## config.mk

```make
export PLATFORM = sky130hd
export DESIGN_NAME = instr_sequencer_flat
export DESIGN_NICKNAME = d
export VERILOG_FILES = /design/src/rtl/instr_sequencer_if.sv /design/src/rtl/instr_sequencer.sv /design/src/flat_wrapper.sv
export SDC_FILE = /design/constraint.sdc
export NUM_CORES = 1
export LEC_CHECK = 0
export BUFFER_PORTS_ARGS = -buffer_cell sky130_fd_sc_hd__clkbuf_2
export CAP_MARGIN = 15
export CORE_ASPECT_RATIO = 1.5
export CORE_UTILIZATION = 45
export CTS_CLUSTER_DIAMETER = 150
export CTS_CLUSTER_SIZE = 25
export DETAILED_ROUTE_END_ITERATION = 7
export GPL_TIMING_DRIVEN = 0
export PLACE_DENSITY = 0.75
export SYNTH_ARGS = -nofsm -noshare
export SYNTH_HDL_FRONTEND = slang
export SYNTH_SLANG_ARGS = --single-unit
```

## constraint.sdc

```tcl
create_clock -name clk -period 3.6 [get_ports clk]
set_input_delay 0.36 -clock clk [delete_from_list [all_inputs] [get_ports clk]]
set_output_delay 0.36 -clock clk [all_outputs]
set_load 0.02 [all_outputs]
```

## src/rtl/instr_sequencer_if.sv

```systemverilog
// Instruction-memory fetch port for instr_sequencer.
//   imem_req   : fetch request, held until imem_ack
//   imem_addr  : fetch address, held until imem_ack
//   imem_ack   : fetch complete, imem_rdata valid in the same cycle
//   imem_rdata : fetched 32-bit instruction word
// master = sequencer side, slave = memory side.
interface instr_sequencer_if #(
  parameter int unsigned PC_WIDTH = 8
) ();
  logic                imem_req;
  logic [PC_WIDTH-1:0] imem_addr;
  logic                imem_ack;
  logic [31:0]         imem_rdata;

  modport master (
    output imem_req,
    output imem_addr,
    input  imem_ack,
    input  imem_rdata
  );

  modport slave (
    input  imem_req,
    input  imem_addr,
    output imem_ack,
    output imem_rdata
  );
endinterface

```

## src/rtl/instr_sequencer.sv

```systemverilog
// Multi-cycle instruction sequencer. Owns the program counter, fetches instruction words
// over the imem handshake into the instruction register, and steps each instruction
// through FETCH -> DECODE -> EXECUTE (EXEC_CYCLES) -> WRITEBACK, opening the register-file
// write enables only during WRITEBACK.
// Ports:
//   clk, reset          : clock, synchronous active-high reset
//   start, start_pc     : begin execution at start_pc (accepted in IDLE or HALT)
//   stop                : return to IDLE at the next instruction boundary
//   imem                : fetch port (master side)
//   instruction         : instruction register, to the controller
//   we1_dec, we2_dec    : decoded write enables from the controller
//   WE1, WE2            : gated write enables to the register file
//   pc                  : program counter
//   busy, halted        : state decodes
//   instr_count         : retired instructions, saturating
module instr_sequencer #(
  parameter int unsigned PC_WIDTH    = 8,
  parameter int unsigned EXEC_CYCLES = 1,
  parameter logic [31:0] HALT_WORD   = 32'hFFFF_FFFF
) (
  input  logic                clk,
  input  logic                reset,
  input  logic                start,
  input  logic [PC_WIDTH-1:0] start_pc,
  input  logic                stop,
  instr_sequencer_if.master   imem,
  output logic [31:0]         instruction,
  input  logic                we1_dec,
  input  logic                we2_dec,
  output logic                WE1,
  output logic                WE2,
  output logic [PC_WIDTH-1:0] pc,
  output logic                busy,
  output logic                halted,
  output logic [15:0]         instr_count
);

  typedef enum logic [2:0] {
    StIdle,
    StFetch,
    StDecode,
    StExecute,
    StWriteback,
    StHalt
  } state_e;

  // Counter holds the remaining EXECUTE cycles after the current one.
  localparam logic [3:0] ExecLoad = 4'(EXEC_CYCLES - 1);
  localparam logic [PC_WIDTH-1:0] PcOne = {{(PC_WIDTH-1){1'b0}}, 1'b1};

  state_e              state_q, state_d;
  logic [PC_WIDTH-1:0] pc_q, pc_d;
  logic [31:0]         instr_q, instr_d;
  logic [15:0]         count_q, count_d;
  logic                stop_q, stop_d;
  logic [3:0]          exec_cnt_q, exec_cnt_d;

  always_ff @(posedge clk) begin
    if (reset) begin
      state_q    <= StIdle;
      pc_q       <= '0;
      instr_q    <= '0;
      count_q    <= '0;
      stop_q     <= 1'b0;
      exec_cnt_q <= '0;
    end else begin
      state_q    <= state_d;
      pc_q       <= pc_d;
      instr_q    <= instr_d;
      count_q    <= count_d;
      stop_q     <= stop_d;
      exec_cnt_q <= exec_cnt_d;
    end
  end

  always_comb begin
    state_d    = state_q;
    pc_d       = pc_q;
    instr_d    = instr_q;
    count_d    = count_q;
    stop_d     = stop_q;
    exec_cnt_d = exec_cnt_q;

    unique case (state_q)
      StIdle, StHalt: begin
        // A stop arriving with start is dropped.
        if (start) begin
          state_d = StFetch;
          pc_d    = start_pc;
          count_d = '0;
          stop_d  = 1'b0;
        end
      end
      StFetch: begin
        if (stop) stop_d = 1'b1;
        if (imem.imem_ack) begin
          instr_d = imem.imem_rdata;
          state_d = (imem.imem_rdata == HALT_WORD) ? StHalt : StDecode;
        end
      end
      StDecode: begin
        if (stop) stop_d = 1'b1;
        exec_cnt_d = ExecLoad;
        state_d    = StExecute;
      end
      StExecute: begin
        if (stop) stop_d = 1'b1;
        if (exec_cnt_q == 4'd0) begin
          state_d = StWriteback;
        end else begin
          exec_cnt_d = exec_cnt_q - 4'd1;
        end
      end
      StWriteback: begin
        pc_d    = pc_q + PcOne;
        count_d = (count_q == 16'hFFFF) ? count_q : count_q + 16'd1;
        state_d = (stop_q || stop) ? StIdle : StFetch;
        // The stop request is consumed at this boundary either way.
        stop_d  = 1'b0;
      end
      default: state_d = StIdle;
    endcase
  end

  always_comb begin
    imem.imem_req  = (state_q == StFetch);
    imem.imem_addr = (state_q == StFetch) ? pc_q : '0;
    // Reset also blocks the enables combinationally so a WRITEBACK cut short by reset
    // never reaches the register file.
    WE1            = (state_q == StWriteback) && we1_dec && !reset;
    WE2            = (state_q == StWriteback) && we2_dec && !reset;
    busy           = (state_q == StFetch) || (state_q == StDecode) ||
                     (state_q == StExecute) || (state_q == StWriteback);
    halted         = (state_q == StHalt);
    instruction    = instr_q;
    pc             = pc_q;
    instr_count    = count_q;
  end

endmodule
```

## src/flat_wrapper.sv

```systemverilog
// flat-port wrapper written by rule: the top's interface ports become plain ports
module instr_sequencer_flat 
#(
  parameter int unsigned PC_WIDTH    = 8,
  parameter int unsigned EXEC_CYCLES = 1,
  parameter logic [31:0] HALT_WORD   = 32'hFFFF_FFFF
)
  (clk, reset, start, start_pc, stop, instruction, we1_dec, we2_dec, WE1, WE2, pc, busy, halted, instr_count, imem_imem_req, imem_imem_addr, imem_imem_ack, imem_imem_rdata);
  instr_sequencer_if #(.PC_WIDTH(PC_WIDTH)) imem_i ();
  input  logic clk;
  input  logic reset;
  input  logic start;
  input  logic [PC_WIDTH-1:0] start_pc;
  input  logic stop;
  output logic [31:0] instruction;
  input  logic we1_dec;
  input  logic we2_dec;
  output logic WE1;
  output logic WE2;
  output logic [PC_WIDTH-1:0] pc;
  output logic busy;
  output logic halted;
  output logic [15:0] instr_count;
  output wire logic [$bits(imem_i.imem_req)-1:0] imem_imem_req;
  output wire logic [$bits(imem_i.imem_addr)-1:0] imem_imem_addr;
  input wire logic [$bits(imem_i.imem_ack)-1:0] imem_imem_ack;
  input wire logic [$bits(imem_i.imem_rdata)-1:0] imem_imem_rdata;
  assign imem_imem_req = imem_i.imem_req;
  assign imem_imem_addr = imem_i.imem_addr;
  assign imem_i.imem_ack = imem_imem_ack;
  assign imem_i.imem_rdata = imem_imem_rdata;
  instr_sequencer #(.PC_WIDTH(PC_WIDTH), .EXEC_CYCLES(EXEC_CYCLES), .HALT_WORD(HALT_WORD)) u_core (.clk(clk), .reset(reset), .start(start), .start_pc(start_pc), .stop(stop), .imem(imem_i), .instruction(instruction), .we1_dec(we1_dec), .we2_dec(we2_dec), .WE1(WE1), .WE2(WE2), .pc(pc), .busy(busy), .halted(halted), .instr_count(instr_count));
endmodule
```

==> metrics <==
slack of the worst reg-to-reg path 1.41 ns; kind of critical path reg -> out; Switching Fraction 30.0%; die height 102 µm; worst min-delay path class in -> reg; switching pwr 560 µW; cts repair resizes 0; CTS Root Buffer Type clkbuf_8; cts bufs inserted 9; Syn. warnings 0; register area between 0.001 and 0.0015 mm²; GRT Total Usage approximately a quarter; pin count of the biggest net entering global routing 12; Routed wire per std cell 13.5 µm; Synth Cell Area approximately 0.0030 mm²; WP data required 3.24 ns; Yosys top cell area share 42.7%; placed cell count 569; syn_nets 430; Max clock buf depth 2; RSZ-0062 raised after global routing false; Via density 5.44; Hold-fix buffers, CTS 0; Setup crit start kind flip-flop; vias in the first global route between 2000 and 3000; Pwr per Cell Area 479 mW/mm²; drt first-iter violations between 100 and 150; fin crit share 70.1%; core area 0.00649 mm²; Clock transition at path regs roughly 0.070 ns; crit end category output pin; Comb power frac 19.9%; Leakage 0.00165 µW; Pint between 1000 and 1500 µW; status complete, no violations; Layout area overhead 29.9%; commonest cells after routing, fill and taps aside clkbuf_2 (114), nand2_1 (81), dfxtp_1 (64), a21oi_1 (49), nor2_1 (25); FF-to-FF End u_core.instr_count[9]; Row Count 36; fmax ~400 MHz; Final Hold Viols 0; crit path time final 2.52 ns; Worst VDD drop 0.000408 V; H-tree depth 3; max-slew violations 0; Clk pwr share 38.0%; most common cell after layout, fill and taps aside clkbuf_2; clk_skew about 0.0056 ns; post-synthesis cell type count 52; CTS tree yes; Setup crit end imem_imem_addr[0]; antenna cells 0; Syn Area/Cell 7.92 µm²; Layout Cells excl Fill 585; clock insertion delay at the later pin of the skew report 0.34 ns; #FFs+latches synth 64; sequential group share of total power a little over two fifths; first-pass GRT wire length 12.4 mm; via count approximately 3200; register area share after synthesis between 40 and 50%; Initial Util 46.3%; async set-reset flop share out of synthesis 0%; total wire length approximately 7.9 mm; Fin Setup TNS 0 ns; routability cong. 0.865; Worst slew margin 41.2%; Pre-Repair DR Iteration Count 4; ratio of cells with drive above 1 in the final layout 27.9%; initial antenna violation count 0; grt ovf 0; Die Footprint 0.00700 mm²; worst setup margin roughly 1.1 ns; Post-synth EDFFs 0; worst-margin pin slew 0.869 ns; ANT nets after route 0; fillers around 630; clk sinks 64; fin nets 555; Top Ports 116; cells on worst reg2reg path 6; dpl hpwl 6.08 mm; Area contributors post-synth dfxtp_1 (43%), nand2_1 (10%), a21oi_1 (8.2%); # setup viols final 0; Worst Setup SP u_core.state_q[0]; Syn Inst Count approximately 380; r2r startpoint u_core.state_q[2]; Critical Path Fanout Max 10; Max Cap Viol 0; IO buf count 114; DR DRC count 0; setup bufs post-CTS 0; Critical Path AT 2.16 ns; Yosys top cell by area dfxtp_1; multi-input logic area 0.00160 mm²; Main synth FF type dfxtp_1; Chip Width approximately 69 µm; pre-CTS setup slack about 1.4 ns
-- area by class of cell --
type	instances	share of cell area (%)
Clock inverter	5	2.02
Inverter	6	0.578
Timing Repair Buffer	114	14.6
Buffer	24	2.57
Tap cell	76	2.44
Sequential cell	64	32.9
Clock buffer	11	3.89
Multi-Input combinational cell	285	41.0
-- worst max-delay path: stages (launching register included) --
cell	delay [ns]
dfxtp_1	0.34
clkbuf_1	0.32
nand2b_1	0.16
nor2_1	0.22
clkbuf_1	0.40
and2_1	0.21
clkbuf_2	0.17
-- metrics by stage --
step / total power (µW) / util (%) / cell area [µm²] / hold WS (ns)
after floorplan: 1040 / - / 3000 / 0.496
after global placement: 1170 / 56.5 / 3670 / 0.442
after detailed placement: 1170 / 56.5 / 3670 / 0.445
after CTS: 1890 / 60.1 / 3900 / 0.226
after global routing: 1960 / 60.1 / 3900 / 0.239
final: 1870 / 60.1 / 3900 / 0.245
-- synth_stat cells (3+ instances only) --
master    count
xor2_1        4
o31ai_1       3
and2_1       11
dfxtp_1      64
or4_1         4
a221oi_1      4
and3_1        3
a21oi_1      49
ha_1          4
o311ai_1      3
nor3_1        8
nand4_1      12
nor4_1        5
xnor2_1       3
o21ai_0      10
clkbuf_1     21
inv_1         6
or3_1         4
nand3b_1      4
nor3b_1       5
nand3_1       7
nand2_1      81
nor2_1       25
nor2b_1       4
-- registers in the layout, summed over array words and instances (netlist names) --
register and cells:
u_core.stop_q 1, u_core.instruction 32, u_core.instr_count 16, u_core.pc 8
u_core.exec_cnt_q 4, u_core.state_q 3
-- how the worst min path moves through the flow --
stage                           start                      to  cells after the start
6_report                  start_pc[0]            u_core.pc[0]                      3
5_1_grt           imem_imem_rdata[18]  u_core.instruction[18]                      3
4_1_cts                   start_pc[0]            u_core.pc[0]                      3
3_5_place_dp    u_core.instruction[2]   u_core.instruction[2]                      2
3_3_place_gp   u_core.instruction[26]  u_core.instruction[26]                      2
2_1_floorplan             start_pc[0]            u_core.pc[0]                      2
-- layer usage --
layer,GRT usage (%),up-vias,routed length [µm]
met1,24.7,1498,3160
met3,6.92,8,421
met2,42.3,91,4240
met4,8.97,0,78
li1,-,1588,-
met5,0,-,0
-- kinds of logic after synthesis --
logic type	after synthesis	share of synthesized area, %
flops	64	42.7
xor+xnor	7	2.04
simple gates	184	30.4
compound gates	86	17.7
buf+inv	30	4.09
fa+ha+maj	4	1.67
mux	4	1.42
-- power by group through the flow --
stage | registers [µW] | clock network [µW] | logic, µW
3_3_place_gp | 800 | 0 | 367
6_report | 787 | 709 | 372
4_1_cts | 787 | 728 | 373
2_1_floorplan | 844 | 0 | 198
3_5_place_dp | 802 | 0 | 372
5_1_grt | 792 | 751 | 412
Note: power is estimated with default switching activity, not from simulation.
